--- src/rtl/pwm_recon_ctrl.sv ---
// pwm_recon_ctrl
//   Measures an incoming PWM stream, locks onto it once a valid period has
//   been observed, and drives a registered reconstruction of the waveform.
//   When the input goes quiet while locked, the block can keep producing
//   the last measured waveform for a bounded number of periods (holdover).
//
// Build option:
//   PWM_RECON_HOLDOVER_EN  defined   : HOLDOVER state with phase generator.
//                          undefined : a locked timeout drops straight to IDLE
//                                      and 'lost' pulses for one cycle.
//
// Ports:
//   clk        in   system clock, rising edge
//   rst_n      in   asynchronous active-low reset
//   pwm_in     in   asynchronous PWM input
//   recon_out  out  registered reconstructed PWM
//   locked     out  high while in LOCKED
//   lost       out  high while in HOLDOVER (or 1-cycle timeout pulse)
//   period_q   out  last measured period in clk cycles
//   high_q     out  last measured high time in clk cycles
//   state_dbg  out  current FSM state (IDLE=0 MEASURE=1 LOCKED=2 HOLDOVER=3)

module pwm_recon_ctrl #(
  parameter int CNT_W      = 16,
  parameter int MIN_PERIOD = 16,
  parameter int HOLD_MAX   = 4
) (
  input  logic             clk,
  input  logic             rst_n,
  input  logic             pwm_in,
  output logic             recon_out,
  output logic             locked,
  output logic             lost,
  output logic [CNT_W-1:0] period_q,
  output logic [CNT_W-1:0] high_q,
  output logic [1:0]       state_dbg
);

  typedef enum logic [1:0] {
    IDLE     = 2'd0,
    MEASURE  = 2'd1,
    LOCKED   = 2'd2,
    HOLDOVER = 2'd3
  } state_t;

  localparam logic [CNT_W-1:0] MIN_P = CNT_W'(MIN_PERIOD);
  localparam logic [CNT_W-1:0] ONE   = CNT_W'(1);

  // Parameter sanity: a zero holdover length or a period shorter than the
  // edge detector can resolve makes no sense.
  if (MIN_PERIOD < 2 || HOLD_MAX < 1) begin : g_param_check
    $error("pwm_recon_ctrl: MIN_PERIOD must be >= 2 and HOLD_MAX >= 1");
  end

  state_t state, state_nxt;

  logic             s1, s2, s3;
  logic             rise, fall;
  logic [CNT_W-1:0] cnt;
  logic             cnt_sat;
  logic             fall_seen;
  logic [CNT_W:0]   tmo_lim;
  logic             timeout;
  logic             recon_nxt;
  logic             cap_period;

  // s3 is only the edge-detect history; a single-bit compare can never flag
  // rise and fall together.
  assign rise    = s2 & ~s3;
  assign fall    = ~s2 & s3;
  assign cnt_sat = &cnt;

  // Timeout at 1.25 x period, evaluated one bit wider so it cannot wrap.
  assign tmo_lim = {1'b0, period_q} + {3'b000, period_q[CNT_W-1:2]};
  assign timeout = ({1'b0, cnt} == tmo_lim);

`ifdef PWM_RECON_HOLDOVER_EN
  localparam int HC_W = (HOLD_MAX > 1) ? $clog2(HOLD_MAX) : 1;
  localparam logic [HC_W-1:0] HOLD_LAST = HC_W'(HOLD_MAX - 1);

  logic [CNT_W-1:0] ph, ph_nxt;
  logic [HC_W-1:0]  hold_cnt, hold_cnt_nxt;
  logic             ph_wrap;

  assign ph_wrap = (ph == period_q);
`else
  logic lost_q;
`endif

  always_comb begin
    state_nxt  = state;
    recon_nxt  = s2;
    cap_period = 1'b0;
`ifdef PWM_RECON_HOLDOVER_EN
    ph_nxt       = '0;
    hold_cnt_nxt = '0;
`endif
    case (state)
      IDLE: begin
        if (rise) state_nxt = MEASURE;
      end
      MEASURE: begin
        if (rise) begin
          cap_period = 1'b1;
          if (cnt >= MIN_P && fall_seen) state_nxt = LOCKED;
        end else if (cnt_sat) begin
          state_nxt = IDLE;
        end
      end
      LOCKED: begin
        // A rise always wins over a coincident timeout.
        if (rise) begin
          if (cnt < MIN_P) state_nxt = MEASURE;  // glitch: keep old period
          else             cap_period = 1'b1;
        end else if (timeout) begin
`ifdef PWM_RECON_HOLDOVER_EN
          state_nxt = HOLDOVER;
          ph_nxt    = ONE;
          recon_nxt = (ONE <= high_q);
`else
          state_nxt = IDLE;
          recon_nxt = 1'b0;
`endif
        end
      end
      HOLDOVER: begin
`ifdef PWM_RECON_HOLDOVER_EN
        if (rise) begin
          state_nxt = MEASURE;
        end else if (ph_wrap) begin
          if (hold_cnt == HOLD_LAST) begin
            state_nxt = IDLE;
            recon_nxt = 1'b0;
          end else begin
            ph_nxt       = ONE;
            hold_cnt_nxt = hold_cnt + HC_W'(1);
            recon_nxt    = (ONE <= high_q);
          end
        end else begin
          ph_nxt       = ph + ONE;
          hold_cnt_nxt = hold_cnt;
          recon_nxt    = (ph_nxt <= high_q);
        end
`else
        state_nxt = IDLE;
`endif
      end
      default: state_nxt = IDLE;
    endcase
  end

  always_ff @(posedge clk or negedge rst_n) begin
    if (!rst_n) begin
      state     <= IDLE;
      s1        <= 1'b0;
      s2        <= 1'b0;
      s3        <= 1'b0;
      cnt       <= '0;
      fall_seen <= 1'b0;
      period_q  <= '0;
      high_q    <= '0;
      recon_out <= 1'b0;
`ifdef PWM_RECON_HOLDOVER_EN
      ph        <= '0;
      hold_cnt  <= '0;
`else
      lost_q    <= 1'b0;
`endif
    end else begin
      s1        <= pwm_in;
      s2        <= s1;
      s3        <= s2;
      state     <= state_nxt;
      recon_out <= recon_nxt;
      if (rise)          cnt <= ONE;
      else if (!cnt_sat) cnt <= cnt + ONE;
      if (rise)      fall_seen <= 1'b0;
      else if (fall) fall_seen <= 1'b1;
      if (fall)       high_q   <= cnt;
      if (cap_period) period_q <= cnt;
`ifdef PWM_RECON_HOLDOVER_EN
      ph        <= ph_nxt;
      hold_cnt  <= hold_cnt_nxt;
`else
      lost_q    <= (state == LOCKED) && !rise && timeout;
`endif
    end
  end

  assign locked    = (state == LOCKED);
  assign state_dbg = state;
`ifdef PWM_RECON_HOLDOVER_EN
  assign lost      = (state == HOLDOVER);
`else
  assign lost      = lost_q;
`endif

endmodule

--- config.mk ---
export PLATFORM = sky130hd
export DESIGN_NAME = pwm_recon_ctrl
export DESIGN_NICKNAME = d
export VERILOG_FILES = /design/src/rtl/pwm_recon_ctrl.sv
export SDC_FILE = /design/constraint.sdc
export NUM_CORES = 1
export LEC_CHECK = 0
export CELL_PAD_IN_SITES_DETAIL_PLACEMENT = 1
export CELL_PAD_IN_SITES_GLOBAL_PLACEMENT = 1
export CORE_MARGIN = 2
export CORE_UTILIZATION = 34
export DETAILED_ROUTE_END_ITERATION = 16
export PLACE_DENSITY_LB_ADDON = 0.1
export SYNTH_ARGS = -nofsm -noshare
export SYNTH_HDL_FRONTEND = slang
export SYNTH_SLANG_ARGS = --single-unit
--- constraint.sdc ---
create_clock -name clk -period 3 [get_ports clk]
set_input_delay 0.3 -clock clk [delete_from_list [all_inputs] [get_ports clk]]
set_output_delay 0.3 -clock clk [all_outputs]
set_load 0.01 [all_outputs]
==> results of run 1 <==
==> cells by family (layout without fill, tap and decap cells) <==
family | count (synthesis) | after routing | share of synthesized area (%)
simple gates | 114 | 114 | 16.4
compound gates | 67 | 67 | 13.3
flops | 56 | 56 | 39.5
buf+inv | 35 | 89 | 4.48
mux | 33 | 33 | 10.4
xor+xnor | 31 | 31 | 7.87
fa+ha+maj | 22 | 22 | 7.98
==> layout make-up <==
cell class | instances | share of cell area [%]
Clock buffer | 6 | 1.65
Tap cell | 136 | 3.87
Timing Repair Buffer | 72 | 14.4
Sequential cell | 56 | 31.9
Multi-Input combinational cell | 267 | 47.2
Clock inverter | 1 | 0.114
Inverter | 10 | 0.855
==> metal layers <==
| layer | up-vias | GRT usage, % | wire, um |
|---|---|---|---|
| li1 | 1388 | - | - |
| met1 | 1515 | 25.0 | 4680 |
| met2 | 21 | 31.6 | 5060 |
| met3 | 4 | 1.90 | 118 |
| met4 | 0 | 3.48 | 56 |
| met5 | - | 0 | 0 |
==> what timing repair did <==
item	CTS	global route
endpoints found under the setup margin	3	4
resized for setup	4	10
buffers inserted	2	0
pin swaps	2	4
==> synth_stat cells (2+ instances only) <==
master / number
or3_1: 2
a31oi_1: 2
clkbuf_2: 2
nor3_1: 8
o21bai_1: 2
dfrtp_1: 56
buf_2: 8
a21o_1: 5
ha_1: 21
a211oi_1: 3
a21oi_1: 16
a22oi_1: 2
mux2_2: 31
clkbuf_1: 11
a21oi_2: 4
nor2_1: 26
nand4_1: 13
nand3_1: 11
and3_1: 10
and4_1: 6
o21ai_0: 10
nor2b_1: 2
nand2b_1: 2
xor2_1: 18
o21ai_1: 4
inv_1: 10
nand2_1: 25
mux2i_1: 2
buf_4: 2
xnor2_1: 12
nor4_1: 6
o211ai_1: 4
==> through the flow <==
stage,setup TNS [ns],area (um2),power [mW]
floorplan,0,3540,1.49
global placement,-0.139,4210,1.79
global route,-0.200,4390,2.45
CTS,0,4330,2.28
finish,0,4390,2.28
detailed placement,-0.271,4210,1.81
==> critical path, delay by kind of cell (launching register included) <==
family	cells	cell delay [ns]
AO/OA/AOI/OAI	5	1.33
adder cells (fa/ha/maj)	1	0.37
flip-flops	1	0.44
AND/OR/NAND/NOR	2	0.34
multiplexers	1	0.39
==> how the worst min path moves through the flow <==
stage / startpoint / to / slack, ns / cells past startpoint
after floorplan: rst_n / cnt[0] / 0.004 / 0
after global placement: s1 / s2 / 0.34 / 0
after detailed placement: s1 / s2 / 0.34 / 0
after CTS: rst_n / high_q[3] / 0.02 / 1
after global routing: rst_n / high_q[4] / 0.05 / 1
final: rst_n / high_q[4] / 0.01 / 1
==> state kept, by name (all words and copies together) (netlist names) <==
signal and count:
s2 1, s1 1, s3 1, lost 1
cnt 16, fall_seen 1, recon_out 1, period_q 16
state_dbg 2, high_q 16
==> where the power goes <==
| group | internal [mW] | total [mW] | switching [mW] |
|---|---|---|---|
| logic | 0.464 | 0.917 | 0.453 |
| clock network | 0.160 | 0.387 | 0.227 |
| registers | 0.845 | 0.978 | 0.133 |
==> reports/qor.yml, run 1 <==
status: "finished clean"
die_area_um2: 11300
grt_use_total_pct: 18.3
htree_levels: 2
grt_pass1_wl_mm: 16.5
tightestPinTransition_ns: 0.729
drt-initial-drc-count: 82
route.detailed.drc: 0
ys_seq_area_share_pct: 39.5
min_period_ns: 2.95
powerDensity_nw_per_um2: 520
layout-drive-gt1-share_pct: 22.6
fin_hold_ws_ns: 0.0137
area_delta_synth_final_pct: 23.9
worstReg2RegEnd: "state_dbg[0]"
worst_setup_path_end_kind: "flop"
die_w_um: 106
cp_slowest_cell: "dfrtp_1"
final-hold-violation-count: 0
setup_viol: 0
fmax_mhz: 339
r2r-start: "period_q[2]"
clk_pin_slew_ns: 0.09
ys_warn_count: 0
clock_latency_ns: 0.30
min_path_type: "in -> async"
ys_types: 54
rows: 37
fillers: 1143
fin_ws_ns: 0.0478
synth.top_cell.area_share_pct: 39.5
place_ws_ns: -0.161
syn_inst: 358
numPortBuffers: 39
dpl.cell_count: 539
wl_mm: 9.92
clkSinkCount: 56
final_common_cell: "dfrtp_1"
max_slew_margin_pct: 51.4
avgSynthCellArea_um2: 9.90
async_reset_ff_share_pct: 100
syn-num-nets: 383
peakVddDrop_mv: 0.210
slowest_delay_ns: 0.44
crit_type: "reg -> reg"
skew_ns: 0.00380
drv_slew: 0
clk_path_buf_depth: 2
synth_ff_type: "dfrtp_1"
first_global_vias: 3114
globalplace.congestion: 0.845
multi_input_area_um2: 2070
nets: 437
cp.arrival_ns: 3.16
synth_area_leaders: "dfrtp_1 (40%), mux2_2 (9.8%), ha_1 (7.4%), xor2_1 (4.4%), xnor2_1 (3.0%)"
grt_start_max_net_pins: 30
netlist_area_um2: 3540
r2r_cells: 9
first_pass_iters: 4
crit_end: "state_dbg[0]"
layout_common_cells: "dfrtp_1 (56), clkdlybuf4s50_1 (38), buf_4 (33)"
drv_cap: 0
cts_tree: "built"
critPathLaunchType: "flop"
finalCritPeriodShare_pct: 98.4
yosysTopAreaCell: "dfrtp_1"
dp_hpwl_mm: 7.67
grt-ovfl-total: 0
coreArea_um2: 10200
antenna_left: 0
die_h_um: 106
final_core_util_pct: 42.9
wl_per_cell_um: 18.1
ys_ff_latch: 56
antenna_found_initial: 0
vias: 2928
grt_setup_unrepaired: "yes"
seq_area_um2: 1400
start_util_pct: 34.6
layout.cells.non_filler: 548
regToRegSetupSlack_ns: 0.05
antenna_cells: 0
worst-path-max-fanout: 4
cts_hold_buffers: 0
path_cells: "ha_1 -> a21oi_2 -> nand2_1 -> a31oi_4 -> mux2_2 -> a2111oi_4 -> nand4_1 -> o31a_1 -> a221oi_2"
pin_count: 40
cp.required_ns: 3.21
numCtsBuffers: 5
cts_root_buffer: "clkbuf_8"
synth_edf_count: 0
leakage_nw: 2.03
crit_start: "period_q[2]"
viasPerCell: 5.34
(Power assumes the default switching activity.)
==> inputs of run 2 (changes only) <==
--- a/config.mk
+++ b/config.mk
@@ -10,7 +10,9 @@
 export CORE_MARGIN = 2
 export CORE_UTILIZATION = 34
 export DETAILED_ROUTE_END_ITERATION = 16
+export GPL_TIMING_DRIVEN = 0
 export PLACE_DENSITY_LB_ADDON = 0.1
+export SETUP_SLACK_MARGIN = 0.3
 export SYNTH_ARGS = -nofsm -noshare
 export SYNTH_HDL_FRONTEND = slang
 export SYNTH_SLANG_ARGS = --single-unit
==> run 2 against run 1 <==
Compared with the run above:
- global-route usage shrank 0.55 points
- sequential power shrank 4.4%
- clock skew grew 0.0031 ns
- critical path depth grew 2
- register-to-register slack is essentially flat
- core utilization grew 0.82 points
- clock power grew 45%
- sequential share of layout area shrank 0.46 points
- worst hold slack gained 0.088 ns
- count of clock-buffer cells in the layout shrank 1
==> reports/qor.yml, run 2 (same netlist as run 1, synthesis figures left out) <==
status: "finished clean"  # unchanged
start_util_pct: 34.6  # unchanged
skew_ns: 0.00694  # was 0.00380 ns
layout-drive-gt1-share_pct: 23.2  # was 22.6%
drt-initial-drc-count: 65  # was 82
globalplace.congestion: 0.863  # was 0.845
regToRegSetupSlack_ns: 0.06  # was 0.05 ns
slowest_delay_ns: 0.54  # was 0.44 ns
grt_pass1_wl_mm: 16.1  # was 16.5 mm
max_slew_margin_pct: 42.0  # was 51.4%
clkSinkCount: 56  # unchanged
clock_latency_ns: 0.30  # about the same
cts_hold_buffers: 0  # unchanged
area_delta_synth_final_pct: 26.3  # was 23.9%
min_path_type: "in -> async"  # unchanged
grt_setup_unrepaired: "yes"  # unchanged
tightestPinTransition_ns: 0.870  # was 0.729 ns
path_cells: "ha_4 -> fa_2 -> xnor2_1 -> o211ai_1 -> a211oi_2 -> nand4_1 -> a2111oi_2 -> nand4_1 -> buf_6 -> o31a_1 -> a221oi_2"  # was ha_1 -> a21oi_2 -> nand2_1 -> a31oi_4 -> mux2_2 -> a2111oi_4 -> nand4_1 -> o31a_1 -> a221oi_2
postLayoutCellArea_um2: 4480  # was 4390 um2
drv_cap: 0  # unchanged
worst_setup_path_end_kind: "flop"  # unchanged
cp.arrival_ns: 3.15  # was 3.16 ns
grt-ovfl-total: 0  # unchanged
grt-busiest-layer: "met2"  # unchanged
first_global_vias: 3090  # was 3114
layout_common_cells: "dfrtp_1 (51), clkdlybuf4s50_1 (38), mux2_2 (31)"  # was dfrtp_1 (56), clkdlybuf4s50_1 (38), buf_4 (33)
die_h_um: 106  # unchanged
r2r-start: "period_q[2]"  # unchanged
path_common_cell: "nand4_1"
cp_slowest_cell: "fa_2"  # was dfrtp_1
drv_slew: 0  # unchanged
worstReg2RegEnd: "state_dbg[0]"  # unchanged
final_common_cell: "dfrtp_1"  # unchanged
cts_tree: "built"  # unchanged
crit_type: "reg -> reg"  # unchanged
numPortBuffers: 39  # unchanged
wl_mm: 9.74  # was 9.92 mm
fmax_mhz: 340  # was 339 MHz
r2r_cells: 11  # was 9
dpl-instance-area_um2: 4130  # was 4210 um2
antenna_left: 0  # unchanged
antenna_cells: 0  # unchanged
setup_tns_ns: 0  # unchanged
nets: 439  # was 437
min_period_ns: 2.94  # was 2.95 ns
cts_root_buffer: "clkbuf_8"  # unchanged
leakage_nw: 2.03  # about the same
first_pass_iters: 4  # unchanged
route.detailed.drc: 0  # unchanged
rows: 37  # unchanged
peakVddDrop_mv: 0.273  # was 0.210 mV
htree_levels: 2  # unchanged
clk_path_buf_depth: 2  # unchanged
met1_usage_pct: 23.8  # was 25.0%
top_regs: "cnt x16, high_q x16, period_q x16"  # unchanged
dp_hpwl_mm: 7.46  # was 7.67 mm
vias: 2903  # was 2928
antenna_found_initial: 0  # unchanged
worst-path-max-fanout: 3  # was 4
grt_start_max_net_pins: 38  # was 30
finalCritPeriodShare_pct: 98.0  # was 98.4%
met2_usage_pct: 31.4  # was 31.6%
fillers: 1147  # was 1143
grt_util_met3_pct: 1.84  # was 1.90%
die_area_um2: 11300  # unchanged
wl_per_cell_um: 17.7  # was 18.1 um
final-hold-violation-count: 0  # unchanged
pin_count: 40  # unchanged
viasPerCell: 5.28  # was 5.34
clk_pin_slew_ns: 0.10  # was 0.09 ns
die_w_um: 106  # unchanged
grt_use_total_pct: 17.8  # was 18.3%
critPathLaunchType: "flop"  # unchanged
numCtsBuffers: 5  # unchanged
cp.required_ns: 3.21  # about the same
powerDensity_nw_per_um2: 581  # was 520 nW/um2
coreArea_um2: 10200  # unchanged
setup_viol: 0  # unchanged
[run 2: changes by cell type in the layout (fill, tap and decap cells not counted), sizes merged]
cell,delta
buf,-10
bufinv,+2
clkbuf,+11
clkinv,-1
[run 2: layout make-up]
type	instances	area, um2	area share [%]
plain buffers	25	123	2.74
repair buffers	49	484	10.8
inverters	10	37.5	0.839
well taps	136	170	3.80
clock inverters	2	60.1	1.34
flip-flops and latches	56	1410	31.5
multi-input cells	267	2120	47.5
clock buffers	5	68.8	1.54
[run 2: worst max path at each step]
stage | slack, ns | from | endpoint | cells past startpoint
floorplan | 0.32 | period_q[2] | state_dbg[0] | 9
global placement | -0.21 | period_q[2] | state_dbg[0] | 9
detailed placement | -0.18 | period_q[2] | state_dbg[0] | 9
CTS | 0.11 | period_q[2] | state_dbg[0] | 11
global route | -0.07 | period_q[2] | state_dbg[0] | 11
finish | 0.06 | period_q[2] | state_dbg[0] | 11
[run 2: power by group]
part           total, mW  switching [mW]  internal [mW]
Sequential         0.935          0.0875          0.848
Clock              0.562           0.233          0.329
Combinational       1.11           0.558          0.547
Total               2.60           0.878           1.72
[run 2: timing repair]
action | CTS | global route
gates resized for setup | 17 | 14
setup buffers | 5 | 4
setup endpoints to repair | 10 | 10
pin swaps | 6 | 3
[run 2: critical path: cells and delay by family, from the launching register on]
| kind | cells | cell delay, ns |
|---|---|---|
| compound gates | 5 | 1.04 |
| xor+xnor | 1 | 0.13 |
| fa+ha+maj | 2 | 0.72 |
| buf+inv | 1 | 0.17 |
| flops | 1 | 0.47 |
| simple gates | 2 | 0.33 |
[run 2: metal layers]
metal	vias up	part of all wire (%)
li1	1397	-
met4	0	0.44
met2	22	52
met5	-	0
met1	1482	46
met3	2	1.1
[run 2: metrics by stage]
step | power (mW) | worst slack [ns] | hold slack (ns) | std cells | util, %
2_1_floorplan | 1.49 | 0.316 | 0.00441 | 358 | -
3_3_place_gp | 1.79 | -0.210 | 0.336 | 533 | 40.2
3_5_place_dp | 1.82 | -0.177 | 0.337 | 534 | 40.4
4_1_cts | 2.52 | 0.113 | 0.127 | 546 | 42.8
5_1_grt | 2.77 | -0.0730 | 0.156 | 550 | 43.7
6_report | 2.60 | 0.0613 | 0.102 | 550 | 43.7
==> inputs of run 3 (changes only) <==
--- a/config.mk
+++ b/config.mk
@@ -5,6 +5,7 @@
 export SDC_FILE = /design/constraint.sdc
 export NUM_CORES = 1
 export LEC_CHECK = 0
+export ABC_AREA = 1
 export CELL_PAD_IN_SITES_DETAIL_PLACEMENT = 1
 export CELL_PAD_IN_SITES_GLOBAL_PLACEMENT = 1
 export CORE_MARGIN = 2
==> run 3 against run 2 <==
Compared with the run above:
- sequential share of layout area up 1.2 points
- sequential cell count unchanged
- worst setup slack better by 0.47 ns
- worst hold slack better by 0.26 ns
- design area down 4.2%
- count of clock-buffer cells in the layout up 3
- first-iteration DRC count up 140%
- synthesized cell count up 32%
- die area up 0.95%
- clock power down 24%
- clock skew about the same
==> reports/qor.yml, run 3 <==
status: "finished clean"  # unchanged
syn_inst: 474  # was 358
die_w_um: 107  # was 106 um
area_delta_synth_final_pct: 19.7  # was 26.3%
die_h_um: 107  # was 106 um
globalplace.congestion: 0.776  # was 0.863
fillers: 1294  # was 1147
ys_seq_area_share_pct: 39.1  # was 39.5%
pin_count: 40  # unchanged
grt_start_max_net_pins: 37  # was 38
ys_warn_count: 0  # unchanged
min_path_type: "reg -> reg"  # was in -> async
coreArea_um2: 10300  # was 10200 um2
route.detailed.drc: 0  # unchanged
skew_ns: 0.00654  # was 0.00694 ns
antenna_cells: 0  # unchanged
final_common_cell: "nand2_1"  # was dfrtp_1
cts_tree: "built"  # unchanged
leakage_nw: 2.11  # was 2.03 nW
drt-initial-drc-count: 154  # was 65
whs_path_depth: 0
min_to: "s2"
critPathLaunchType: "flop"  # unchanged
comb_power_share_pct: 36.7  # was 42.5%
grt_pass1_wl_mm: 17.6  # was 16.1 mm
first_global_vias: 3465  # was 3090
antenna_found_initial: 0  # unchanged
final_core_util_pct: 41.7  # was 43.7%
min-delay-start: "s1"
cts_root_buffer: "clkbuf_8"  # unchanged
synth.top_cell.area_share_pct: 39.1  # was 39.5%
crit_buf_inv: 0  # was 1
internal_power_mw: 1.40  # was 1.72 mW
r2r_cells: 18  # was 11
cp.required_ns: 3.21  # about the same
clkSinkCount: 56  # unchanged
avgSynthCellArea_um2: 7.55  # was 9.90 um2
vias: 3257  # was 2903
viasPerCell: 4.94  # was 5.28
synth_edf_count: 0  # unchanged
final-hold-violation-count: 0  # unchanged
max_slew_margin_pct: 58.4  # was 42.0%
drv_cap: 0  # unchanged
synthTopCellsByCount: "nand2_1 (123), dfrtp_1 (56), inv_1 (55)"  # was dfrtp_1 (56), mux2_2 (31), nor2_1 (26)
ys_types: 40  # was 54
wl_per_cell_um: 15.7  # was 17.7 um
worst-path-max-fanout: 4  # was 3
cp_slowest_cell: "dfrtp_1"  # was fa_2
r2r-start: "period_q[0]"  # was period_q[2]
synth_ff_type: "dfrtp_1"  # unchanged
postLayoutCellArea_um2: 4290  # was 4480 um2
numCtsBuffers: 5  # unchanged
rows: 37  # unchanged
die_area_um2: 11400  # was 11300 um2
seqPwrFrac_pct: 44.0  # was 35.9%
async_reset_ff_share_pct: 100  # unchanged
layout_common_cells: "nand2_1 (122), dfrtp_1 (56), inv_1 (55)"  # was dfrtp_1 (51), clkdlybuf4s50_1 (38), mux2_2 (31)
setup_viol: 0  # unchanged
wl_mm: 10.4  # was 9.74 mm
pwr-share-clk_pct: 19.3  # was 21.6%
netSwitchingFraction_pct: 36.9  # was 33.8%
dp_hpwl_mm: 8.34  # was 7.46 mm
min_period_ns: 2.47  # was 2.94 ns
htree_levels: 2  # unchanged
start_util_pct: 34.8  # was 34.6%
clk_pin_slew_ns: 0.09  # was 0.10 ns
antenna_left: 0  # unchanged
yosysTopAreaCell: "dfrtp_1"  # unchanged
dpl-instance-area_um2: 4160  # was 4130 um2
yosysMostFrequentCell: "nand2_1"  # was dfrtp_1
p_sw_mw: 0.817  # was 0.878 mW
clk_path_buf_depth: 2  # unchanged
syn-num-nets: 499  # was 383
netlist_area_um2: 3580  # was 3540 um2
crit_type: "reg -> reg"  # unchanged
slowest_delay_ns: 0.43  # was 0.54 ns
peakVddDrop_mv: 0.233  # was 0.273 mV
layout-drive-gt1-share_pct: 7.84  # was 23.2%
powerDensity_nw_per_um2: 517  # was 581 nW/um2
clock_latency_ns: 0.31  # was 0.30 ns
first_pass_iters: 7  # was 4
path_cells: "ha_2 -> fa_2 -> nand2_2 -> nand2_2 -> nand3_2 -> nand2_2 -> nand2_1 -> nand2_1 -> nand2_1 -> nand2_1 -> nand2_1 -> nand2_1 -> nor2_1 -> nand3_2 -> nand2_2 -> nand2_1 -> nand2_1 -> nand2_1"  # was ha_4 -> fa_2 -> xnor2_1 -> o211ai_1 -> a211oi_2 -> nand4_1 -> a2111oi_2 -> nand4_1 -> buf_6 -> o31a_1 -> a221oi_2
grt_use_total_pct: 19.5  # was 17.8%
grt_setup_unrepaired: "no"  # was yes
nets: 547  # was 439
numPortBuffers: 39  # unchanged
grt-ovfl-total: 0  # unchanged
path_common_cell: "nand2_1"  # was nand4_1
cp.arrival_ns: 2.68  # was 3.15 ns
finalCritPeriodShare_pct: 82.3  # was 98.0%
ys_ff_latch: 56  # unchanged
cpLargestDelayFamily: "simple AND/OR/NAND/NOR gates"  # was compound AO/OA/AOI/OAI gates
worstReg2RegEnd: "state_dbg[0]"  # unchanged
synth_area_leaders: "dfrtp_1 (39%), nand2_1 (13%), ha_1 (7.3%), inv_1 (5.8%), nor2_1 (5.6%)"  # was dfrtp_1 (40%), mux2_2 (9.8%), ha_1 (7.4%), xor2_1 (4.4%), xnor2_1 (3.0%)
top_regs: "cnt x16, high_q x16, period_q x16"  # unchanged
tightestPinTransition_ns: 0.623  # was 0.870 ns
fmax_mhz: 405  # was 340 MHz
drv_slew: 0  # unchanged
regToRegSetupSlack_ns: 0.53  # was 0.06 ns
worst_setup_path_end_kind: "flop"  # unchanged
fin_hold_ws_ns: 0.362  # was 0.102 ns
[run 3: changes by cell type after synthesis, sizes merged, moves of 14 or more]
cell   previous run  this run
a21oi            20        34
inv              10        60
mux2             31         0
nand2            25       131
nand3            12        32
nor2             26        56
[run 3: worst max path at each step]
stage,from,end,slack (ns),cells past startpoint
3_3_place_gp,rst_n,period_q[14],-0.18,1
5_1_grt,period_q[8],state_dbg[0],0.30,16
6_report,period_q[0],state_dbg[0],0.53,18
3_5_place_dp,period_q[0],state_dbg[0],0.33,18
4_1_cts,period_q[0],state_dbg[0],0.33,18
2_1_floorplan,period_q[0],state_dbg[0],0.77,18
[run 3: area by class of cell]
cell class                      count  area [um2]  share of cell area, %
Buffer                              8        32.5                  0.759
Clock buffer                        8        90.1                   2.10
Inverter                           62         235                   5.49
Multi-Input combinational cell    348        1940                   45.3
Sequential cell                    56        1400                   32.7
Tap cell                          136         170                   3.97
Timing Repair Buffer               41         415                   9.69
[run 3: worst reg2reg max path, stage by stage, from the launching register on]
cell,delay [ns]
dfrtp_1,0.43
ha_2,0.22
fa_2,0.35
nand2_2,0.12
nand2_2,0.08
nand3_2,0.09
nand2_2,0.08
nand2_1,0.12
nand2_1,0.09
nand2_1,0.09
nand2_1,0.05
nand2_1,0.05
nand2_1,0.05
nor2_1,0.13
nand3_2,0.13
nand2_2,0.11
nand2_1,0.07
nand2_1,0.06
nand2_1,0.04
[run 3: cells by family (layout without fill, tap and decap cells)]
family	Yosys count	count (layout)	share of synthesized area, %
adders and majority gates	22	22	7.90
xor gates and xnor gates	14	14	3.43
buffers and inverters	70	119	7.48
and+or+nand+nor	243	243	31.4
AOI/OAI and AO/OA	69	69	10.6
DFF	56	56	39.1
[run 3: metal layers]
metal	global-route usage, %	vias up	share of wire, %
li1	-	1623	-
met3	2.01	7	1.8
met1	26.5	1591	48
met5	0	-	0
met4	3.53	0	0.70
met2	33.9	36	49
[run 3: per-stage QoR]
step / power (mW) / worst slack, ns / TNS [ns] / instances
2_1_floorplan: 1.46 / 0.766 / 0 / 474
3_3_place_gp: 1.76 / -0.183 / -10.0 / 649
3_5_place_dp: 1.80 / 0.329 / 0 / 650
4_1_cts: 2.23 / 0.329 / 0 / 659
5_1_grt: 2.39 / 0.301 / 0 / 659
6_report: 2.22 / 0.531 / 0 / 659
[run 3: power by group through the flow]
stage                     registers (mW)  clock network [mW]  logic, mW
final                              0.975               0.429      0.813
after global routing               0.990               0.473      0.926
after CTS                          0.974               0.446      0.815
after detailed placement           0.989                   0      0.807
after global placement             0.983                   0      0.782
after floorplan                    0.987                   0      0.469
[run 3: what timing repair did]
item | 4_1_cts | 5_1_grt
endpoints found under the hold margin | 20 | 0
gates resized for setup | 0 | 6
endpoints found under the setup margin | 0 | 4
buffers inserted | 0 | 0
hold buffers | 1 | 0
